==> config.mk <==
export PLATFORM = sky130hd
export DESIGN_NAME = pong_engine
export DESIGN_NICKNAME = d
export VERILOG_FILES = /design/src/rtl/pong_engine.sv
export SDC_FILE = /design/constraint.sdc
export NUM_CORES = 1
export LEC_CHECK = 0
export CAP_MARGIN = 20
export CORE_MARGIN = 2
export CORE_UTILIZATION = 50
export DETAILED_ROUTE_END_ITERATION = 8
export PLACE_DENSITY = 0.69
export SYNTH_ARGS = -nofsm -noshare
export SYNTH_HDL_FRONTEND = slang
export SYNTH_SLANG_ARGS = --single-unit
==> constraint.sdc <==
create_clock -name clk -period 22.4 [get_ports clk]
set_input_delay 4.48 -clock clk [delete_from_list [all_inputs] [get_ports clk]]
set_output_delay 4.48 -clock clk [all_outputs]
set_load 0.01 [all_outputs]
==> src/rtl/pong_engine.sv <==
// Pong game engine: paddles, ball, scores, serve countdown and match-win logic,
// advanced once per video frame; pixel flags feed the colour mux.
module pong_engine #(
  parameter int HD            = 640,
  parameter int VD            = 480,
  parameter int PW            = 10,
  parameter int PH            = 100,
  parameter int BD            = 10,
  parameter int LP            = 60,
  parameter int RP            = 570,
  parameter int TOP           = 33,
  parameter int TOPT          = 3,
  parameter int PS            = 2,
  parameter int BS_INIT       = 1,
  parameter int BS_MAX        = 4,
  parameter int HITS_PER_STEP = 4,
  parameter int WIN_SCORE     = 7,
  parameter int PAUSE_FRAMES  = 60,
  parameter int SW            = 4
) (
  input  logic          clk,
  input  logic          reset_n,
  input  logic [9:0]    pixel_x,
  input  logic [9:0]    pixel_y,
  input  logic          up_left,
  input  logic          dn_left,
  input  logic          up_right,
  input  logic          dn_right,
  input  logic          new_game,
  output logic [SW-1:0] score_left,
  output logic [SW-1:0] score_right,
  output logic [1:0]    countdown,
  output logic          game_over,
  output logic          winner,
  output logic          lp_on,
  output logic          rp_on,
  output logic          ball_on,
  output logic          top_on
);
  typedef logic signed [11:0] pos_t;
  typedef enum logic [2:0] {S3, S2, S1, PLAY, OVER} state_t;

  localparam int PT  = TOP + TOPT;
  localparam int HCW = $clog2(HITS_PER_STEP + 1);
  localparam int FCW = $clog2(PAUSE_FRAMES + 1);

  localparam pos_t C_PT    = pos_t'(PT);
  localparam pos_t C_PBOT  = pos_t'(VD - PH);
  localparam pos_t C_PY0   = pos_t'((VD + PT - PH) / 2);
  localparam pos_t C_BX0   = pos_t'((HD - BD) / 2);
  localparam pos_t C_BY0   = pos_t'((VD + PT - BD) / 2);
  localparam pos_t C_LP    = pos_t'(LP);
  localparam pos_t C_LPF   = pos_t'(LP + PW);
  localparam pos_t C_RP    = pos_t'(RP);
  localparam pos_t C_RPE   = pos_t'(RP + PW);
  localparam pos_t C_PH    = pos_t'(PH);
  localparam pos_t C_BD    = pos_t'(BD);
  localparam pos_t C_HD    = pos_t'(HD);
  localparam pos_t C_VD    = pos_t'(VD);
  localparam pos_t C_PS    = pos_t'(PS);
  localparam pos_t C_TOP   = pos_t'(TOP);
  localparam pos_t C_BS0   = pos_t'(BS_INIT);
  localparam pos_t C_BSMAX = pos_t'(BS_MAX);
  localparam logic signed [23:0] BD_SQ = 24'(BD * BD);
  localparam logic [SW-1:0]  WIN_M1    = SW'(WIN_SCORE - 1);
  localparam logic [HCW-1:0] HIT_LAST  = HCW'(HITS_PER_STEP - 1);
  localparam logic [FCW-1:0] FRM_LAST  = FCW'(PAUSE_FRAMES - 1);

  logic           match, match_q, tick;
  pos_t           lpy_reg, rpy_reg, bx_reg, by_reg, speed_reg;
  logic           dir_right_reg, dir_down_reg;
  logic [HCW-1:0] hit_cnt_reg;
  logic [FCW-1:0] frame_cnt_reg;
  state_t         state_reg;

  pos_t           bx_next, by_next, speed_next;
  logic           dir_right_next, dir_down_next, miss_left, miss_right;
  logic [HCW-1:0] hit_cnt_next;
  logic           hit, lov, rov;

  assign match = (pixel_x == 10'd0) && (pixel_y == 10'(VD));
  assign tick  = match && !match_q;

  function automatic pos_t paddle_next(input pos_t y, input logic up, input logic dn);
    paddle_next = y;
    if (up && !dn)
      paddle_next = (y - C_PS < C_PT) ? C_PT : y - C_PS;
    else if (dn && !up)
      paddle_next = (y + C_PS > C_PBOT) ? C_PBOT : y + C_PS;
  endfunction

  // Ball motion for one PLAY frame, using the paddle positions before this frame's move.
  always_comb begin
    by_next        = by_reg;
    dir_down_next  = dir_down_reg;
    bx_next        = bx_reg;
    dir_right_next = dir_right_reg;
    speed_next     = speed_reg;
    hit_cnt_next   = hit_cnt_reg;
    hit            = 1'b0;
    miss_left      = 1'b0;
    miss_right     = 1'b0;
    lov = (by_reg + C_BD > lpy_reg) && (by_reg < lpy_reg + C_PH);
    rov = (by_reg + C_BD > rpy_reg) && (by_reg < rpy_reg + C_PH);

    if (dir_down_reg) begin
      if (by_reg + C_BD + speed_reg > C_VD) begin
        by_next       = C_VD - C_BD;
        dir_down_next = 1'b0;
      end else begin
        by_next = by_reg + speed_reg;
      end
    end else if (by_reg - speed_reg < C_PT) begin
      by_next       = C_PT;
      dir_down_next = 1'b1;
    end else begin
      by_next = by_reg - speed_reg;
    end

    if (!dir_right_reg) begin
      if (bx_reg >= C_LPF && bx_reg - speed_reg < C_LPF && lov) begin
        bx_next        = C_LPF;
        dir_right_next = 1'b1;
        hit            = 1'b1;
      end else if (bx_reg < speed_reg) begin
        miss_left = 1'b1;
      end else begin
        bx_next = bx_reg - speed_reg;
      end
    end else begin
      if (bx_reg + C_BD <= C_RP && bx_reg + C_BD + speed_reg > C_RP && rov) begin
        bx_next        = C_RP - C_BD;
        dir_right_next = 1'b0;
        hit            = 1'b1;
      end else if (bx_reg + C_BD + speed_reg > C_HD) begin
        miss_right = 1'b1;
      end else begin
        bx_next = bx_reg + speed_reg;
      end
    end

    if (hit) begin
      if (hit_cnt_reg == HIT_LAST) begin
        hit_cnt_next = '0;
        speed_next   = (speed_reg >= C_BSMAX) ? C_BSMAX : speed_reg + 12'sd1;
      end else begin
        hit_cnt_next = hit_cnt_reg + HCW'(1);
      end
    end
  end

  always_ff @(posedge clk or negedge reset_n) begin
    if (!reset_n) begin
      match_q       <= 1'b0;
      lpy_reg       <= C_PY0;
      rpy_reg       <= C_PY0;
      bx_reg        <= C_BX0;
      by_reg        <= C_BY0;
      dir_right_reg <= 1'b1;
      dir_down_reg  <= 1'b0;
      speed_reg     <= C_BS0;
      hit_cnt_reg   <= '0;
      frame_cnt_reg <= '0;
      score_left    <= '0;
      score_right   <= '0;
      state_reg     <= S3;
      countdown     <= 2'd3;
      game_over     <= 1'b0;
      winner        <= 1'b0;
    end else begin
      match_q <= match;
      if (tick) begin
        if (state_reg != OVER) begin
          lpy_reg <= paddle_next(lpy_reg, up_left, dn_left);
          rpy_reg <= paddle_next(rpy_reg, up_right, dn_right);
        end
        if (new_game) begin
          bx_reg        <= C_BX0;
          by_reg        <= C_BY0;
          dir_right_reg <= 1'b1;
          dir_down_reg  <= 1'b0;
          speed_reg     <= C_BS0;
          hit_cnt_reg   <= '0;
          frame_cnt_reg <= '0;
          score_left    <= '0;
          score_right   <= '0;
          state_reg     <= S3;
          countdown     <= 2'd3;
          game_over     <= 1'b0;
          winner        <= 1'b0;
        end else begin
          case (state_reg)
            S3, S2, S1: begin
              if (frame_cnt_reg == FRM_LAST) begin
                frame_cnt_reg <= '0;
                countdown     <= countdown - 2'd1;
                state_reg     <= (state_reg == S3) ? S2 : (state_reg == S2) ? S1 : PLAY;
              end else begin
                frame_cnt_reg <= frame_cnt_reg + FCW'(1);
              end
            end
            PLAY: begin
              if (miss_left || miss_right) begin
                bx_reg        <= C_BX0;
                by_reg        <= C_BY0;
                speed_reg     <= C_BS0;
                hit_cnt_reg   <= '0;
                frame_cnt_reg <= '0;
                // Serve toward the player who just lost the point.
                dir_right_reg <= miss_right;
                if (miss_left) score_right <= score_right + SW'(1);
                else           score_left  <= score_left + SW'(1);
                if ((miss_left ? score_right : score_left) == WIN_M1) begin
                  state_reg <= OVER;
                  countdown <= 2'd0;
                  game_over <= 1'b1;
                  winner    <= miss_left;
                end else begin
                  state_reg <= S3;
                  countdown <= 2'd3;
                end
              end else begin
                bx_reg        <= bx_next;
                by_reg        <= by_next;
                dir_right_reg <= dir_right_next;
                dir_down_reg  <= dir_down_next;
                speed_reg     <= speed_next;
                hit_cnt_reg   <= hit_cnt_next;
              end
            end
            default: ;
          endcase
        end
      end
    end
  end

  pos_t px, py, bdx, bdy, ex, ey;
  logic signed [23:0] ex_w, ey_w;

  always_comb begin
    px   = pos_t'({2'b00, pixel_x});
    py   = pos_t'({2'b00, pixel_y});
    bdx  = px - bx_reg;
    bdy  = py - by_reg;
    ex   = bdx + bdx + 12'sd1 - C_BD;
    ey   = bdy + bdy + 12'sd1 - C_BD;
    ex_w = 24'(ex);
    ey_w = 24'(ey);
    lp_on   = (px >= C_LP) && (px < C_LPF) && (py >= lpy_reg) && (py < lpy_reg + C_PH);
    rp_on   = (px >= C_RP) && (px < C_RPE) && (py >= rpy_reg) && (py < rpy_reg + C_PH);
    top_on  = (py >= C_TOP) && (py < C_PT);
    ball_on = (bdx >= 12'sd0) && (bdx < C_BD) && (bdy >= 12'sd0) && (bdy < C_BD) &&
              (ex_w * ex_w + ey_w * ey_w <= BD_SQ);
  end
endmodule

Yosys cells after proc, flatten, opt, wreduce, memory -nomap -nowiden:

Index checks and enable logic that the tools add are counted.

* bits in registers: 87
* input bits: 27
* output and inout bits: 16
* logic and storage cells: 232

* add/subtract/negate cells: 29
* multiply operators: 2
* magnitude comparators: 32
* equal/unequal tests: 14
* multiplexer cells: 86
* reductions and logical operators: 53

Operator list (number)
* 2-to-1 mux 12 bit: 28
* adder 12 bit: 6
* multiplier 12 x 12 -> 24 bit: 2
* adder 12 x 2 -> 12 bit (second input constant): 3
* greater-than comparator 12 x 10 -> 1 bit (second input constant): 3
* < comparator 12 bit: 3
* < comparator 12 x 7 -> 1 bit (second input constant): 3
* 2-to-1 mux 4 bit: 9
* 2-to-1 mux 1 bit: 29
* 2-to-1 mux 3 bit: 9
* adder 12 x 3 -> 12 bit (second input constant): 2
* adder 12 x 5 -> 12 bit (second input constant): 2
* adder 12 x 8 -> 12 bit (second input constant): 2
* adder 24 bit: 1
* greater-or-equal comparator 11 x 12 -> 1 bit: 2
* greater-or-equal comparator 12 x 1 -> 1 bit (second input constant): 2
* greater-than comparator 12 x 11 -> 1 bit (second input constant): 2
* greater-than comparator 12 bit: 2
* <= comparator 24 x 8 -> 1 bit (second input constant): 1
* < comparator 11 x 12 -> 1 bit: 2
* < comparator 12 x 5 -> 1 bit (second input constant): 2
* AND reduction 4 bit: 6
* subtractor 11 x 12 -> 12 bit: 2
* subtractor 12 bit: 2
* 38 further kinds: 91

Longest topological paths before layout:

* word-level depth: 12
* depth in mapped cells: 40
* gate-level depth less buffers: 39

Worst setup path after synthesis:

OpenSTA, ideal clock, no wires.

* path type: input -> output
* from: input port pixel_x[0]
* to: output port ball_on
* arrival: 14.245 ns
* required time: 17.920 ns
* path slack: 3.675 ns
* stages on the path: 36
* path buffers: 1
* cell sequence: inv_1 -> ha_1 -> inv_1 -> fa_1 -> a21o_1 -> a21oi_1 -> o21bai_1 -> a21oi_1 -> o21ai_0 -> xor2_1 -> nor4_1 -> nand4_1 -> xor2_1 -> inv_1 -> buf_2 -> nor2_1 -> fa_1 -> fa_1 -> inv_1 -> fa_1 -> inv_1 -> fa_1 -> fa_1 -> fa_1 -> inv_1 -> fa_1 -> inv_1 -> ha_1 -> inv_1 -> a222oi_1 -> o2111ai_1 -> a2111oi_0 -> nand4_1 -> nor4_1 -> nand4_1 -> a2111oi_0

* cells in the longest elaborated chain, start to end: 8
* elaborated cells between the ends (all ways): 13
* those cells by class: 5 x add/sub; 1 x mul; 3 x order compare; 4 x reduce/logical

RTL lines
* from (decl): RTL line 23 `input logic [9:0] pixel_x,`
* subtractor 11 x 12 -> 12 bit *: RTL line 244 `bdx = px - bx_reg;`
* adder 12 bit: RTL line 246 `ex = bdx + bdx + 12'sd1 - C_BD;`
* adder 12 x 2 -> 12 bit: RTL line 246
* subtractor 12 x 5 -> 12 bit: RTL line 246
* multiplier 12 x 12 -> 24 bit: RTL line 254 `(ex_w * ex_w + ey_w * ey_w <= BD_SQ);`
* adder 24 bit: RTL line 254
* <= comparator 24 x 8 -> 1 bit: RTL line 254
* logical AND 1 bit *: RTL line 253 `ball_on = (bdx >= 12'sd0) && (bdx < C_BD) && (bdy >= 12'sd0) && (bdy < C_BD) &&`
* to (decl): RTL line 37 `output logic ball_on,`

Every way passes the cells marked *; elsewhere a longest branch is shown, timed or not.

Worst setup path after layout:

Same ends and word-level chain as after synthesis.

==> impl_metrics.ini <==
[clock_tree]
clockRootBuffer = clkbuf_16
insertion_delay_ps = 370
cts.reportedPaths.clkPinSlew_ps = 70
clkSinkCount = 85
post_cts_buffers = 0
cts_hold_buf = 0
cts_tree = yes
htreeDepth = 3
cts_buffers = 9
ctsResizeCount = 0
clock_path_buffers = 2

[sta]
layout_setup_ws_ps = 1540
maxSlewViolCount = 0
tightest_slew_ps = 1050
rsz0062_at_grt = no
max_freq_mhz = 47.9
finalSetupTns_ps = 0
period_share = 0.931
period_minus_slack_ps = 20860
relSlewSlack = 0.295
setup_viol = 0
fin_worst_skew_ps = 14.7
hold_viol_final = 0

[synth]
synthTopCellsByArea = fa_1 26%, ha_1 16%, inv_1 8.3%
synth_cell_types = 91
synthArstFlopShare = 1.00
avgSynthCellArea_um2 = 8.44
seq_area_frac_synth = 0.0972
synthTopCellsByCount = 488 x inv_1, 285 x fa_1, 285 x ha_1, 214 x nor2_1, 147 x nand2_1
ys.flop_type = dfrtp_1
syn_nets = 3225
synthCells = 2628
yosysTopAreaCellShare = 0.257
yosys.area.top_type = fa_1
yosysMostFrequentCell = inv_1
synth_seq_cells = 85
syn_area_um2 = 22200
yosysWarnings = 0
synth-edff-count = 0

[global_route]
groute.usage.overall = 0.269
antenna_found_initial = 3
overflow = 0
grt_pass1_wl_um = 99600
grt_max_degree = 71
grt_pass1_vias = 19100

[run_status]
status = finished clean

[placed_design]
place.gp.congestion = 0.966
port_buffers = 42
dp_cells = 3215
post-dp-hpwl_um = 51100
place_ws_ps = 1630

[route]
wl_met3_um = 3920
drt_wl_total_um = 62200
antenna_left = 0
via_count = 19000
top_layer = met5
drt_iter0_markers = 1616
wl_met1_um = 26300
drc = 0
post_drt_wl_per_cell_um = 19.2
dr.pass1.iters = 6
wl_met2_um = 29900
viasPerCell = 5.88

[final_layout]
ff_latch_area_um2 = 2160
area_growth_syn_to_layout_pct = 6.16
nNetsFinal = 3232
final_cell_count_no_fill = 3233
multi_input_area_um2 = 17900
layout-drive-gt1-share = 0.0383
fillers = 4117

[critical_path]
critical_path_class = in2out
worstReg2RegStart = rpy_reg[3]$_DFFE_PN0P_
r2r_slack_ps = 16770
cpPeakStageDelay_ps = 920
start_kind = input port
worstPathMaxFanout = 14
cp_data_arrival_time_ps = 16380
worstPathRequired_ps = 17920
critPathLaunch = pixel_x[0]
reg2reg_depth = 16
r2r-end = hit_cnt_reg[2]$_DFFE_PN0P_
cp-end-kind = output pin
endpoint = ball_on
critPathSlowestCell = fa_1

[die]
core-area_um2 = 44000
die_w_um = 215
start_util = 0.504
ios = 43
die_h_um = 215
die-area_um2 = 46100
rows = 77

[worst_hold_path]
hold_class = reg2reg
hold_start = hit_cnt_reg[0]$_DFFE_PN0P_

[run]
maxCapViolCount = 0
[placed cells by master, fill, tap and decap left out, types with 18 or more instances in the layout]
cell and instances:
and3_1 19, inv_1 488, xor2_1 36, nor3_1 67
o21ai_0 110, a31oi_1 19, dfstp_2 23, o21bai_1 18
a21oi_1 125, nand3_1 47, nand4_1 24, a211oi_1 18
nor4_1 18, ha_1 285, o21a_1 30, nor2_1 214
fa_1 285, nand2_1 147, dfrtp_1 62, o22ai_1 21
xnor2_1 124, buf_4 21, nor2b_1 19, nand2b_1 38
clkdlybuf4s50_1 41, a21o_1 35
[layout make-up]
type / count / area share
multi-input combinational: 1978 / 0.760
tap: 592 / 0.0315
clock buffer: 10 / 0.0102
clock inverter: 6 / 0.00319
inverter: 498 / 0.0794
timing repair buffer: 63 / 0.0246
antenna: 1 / 0.000106
sequential: 85 / 0.0916
[worst max-delay path, delay by kind of cell]
family | cells | cell delay (ps)
fa+ha+maj | 10 | 5030
compound gates | 9 | 2430
buf+inv | 11 | 2370
simple gates | 6 | 1660
xor+xnor | 2 | 380
[metal layers]
| metal | global-route usage | up-vias |
|---|---|---|
| met4 | 0.0894 | 4 |
| met3 | 0.0336 | 129 |
| met5 | 0 | - |
| li1 | - | 8863 |
| met2 | 0.455 | 694 |
| met1 | 0.357 | 9313 |
[metrics by stage]
stage | instance area, um^2 | hold WS, ps | util
2_1_floorplan | 22200 | 449 | -
3_3_place_gp | 23200 | 463 | 0.527
3_5_place_dp | 23200 | 469 | 0.527
4_1_cts | 23500 | 484 | 0.534
5_1_grt | 23500 | 516 | 0.535
6_report | 23500 | 481 | 0.535
[logic make-up after synthesis]
logic type,after synthesis,share of synthesized area
fa+ha+maj,570,0.418
compound gates,577,0.177
simple gates,659,0.143
xor+xnor,160,0.0632
mux,11,0.00519
other cells,1,0.000169
buf+inv,565,0.0969
flops,85,0.0972
[worst min path at each step]
stage | end | slack, ps | cells past startpoint
after global routing | hit_cnt_reg[0]$_DFFE_PN0P_ | 520 | 1
after floorplan | hit_cnt_reg[2]$_DFFE_PN0P_ | 450 | 1
after global placement | hit_cnt_reg[2]$_DFFE_PN0P_ | 460 | 1
final | hit_cnt_reg[0]$_DFFE_PN0P_ | 480 | 1
after detailed placement | hit_cnt_reg[2]$_DFFE_PN0P_ | 470 | 1
after CTS | hit_cnt_reg[2]$_DFFE_PN0P_ | 480 | 1
Power is not shown: default switching activity piles up to over one toggle a cycle in this logic, so the estimate is an artifact.
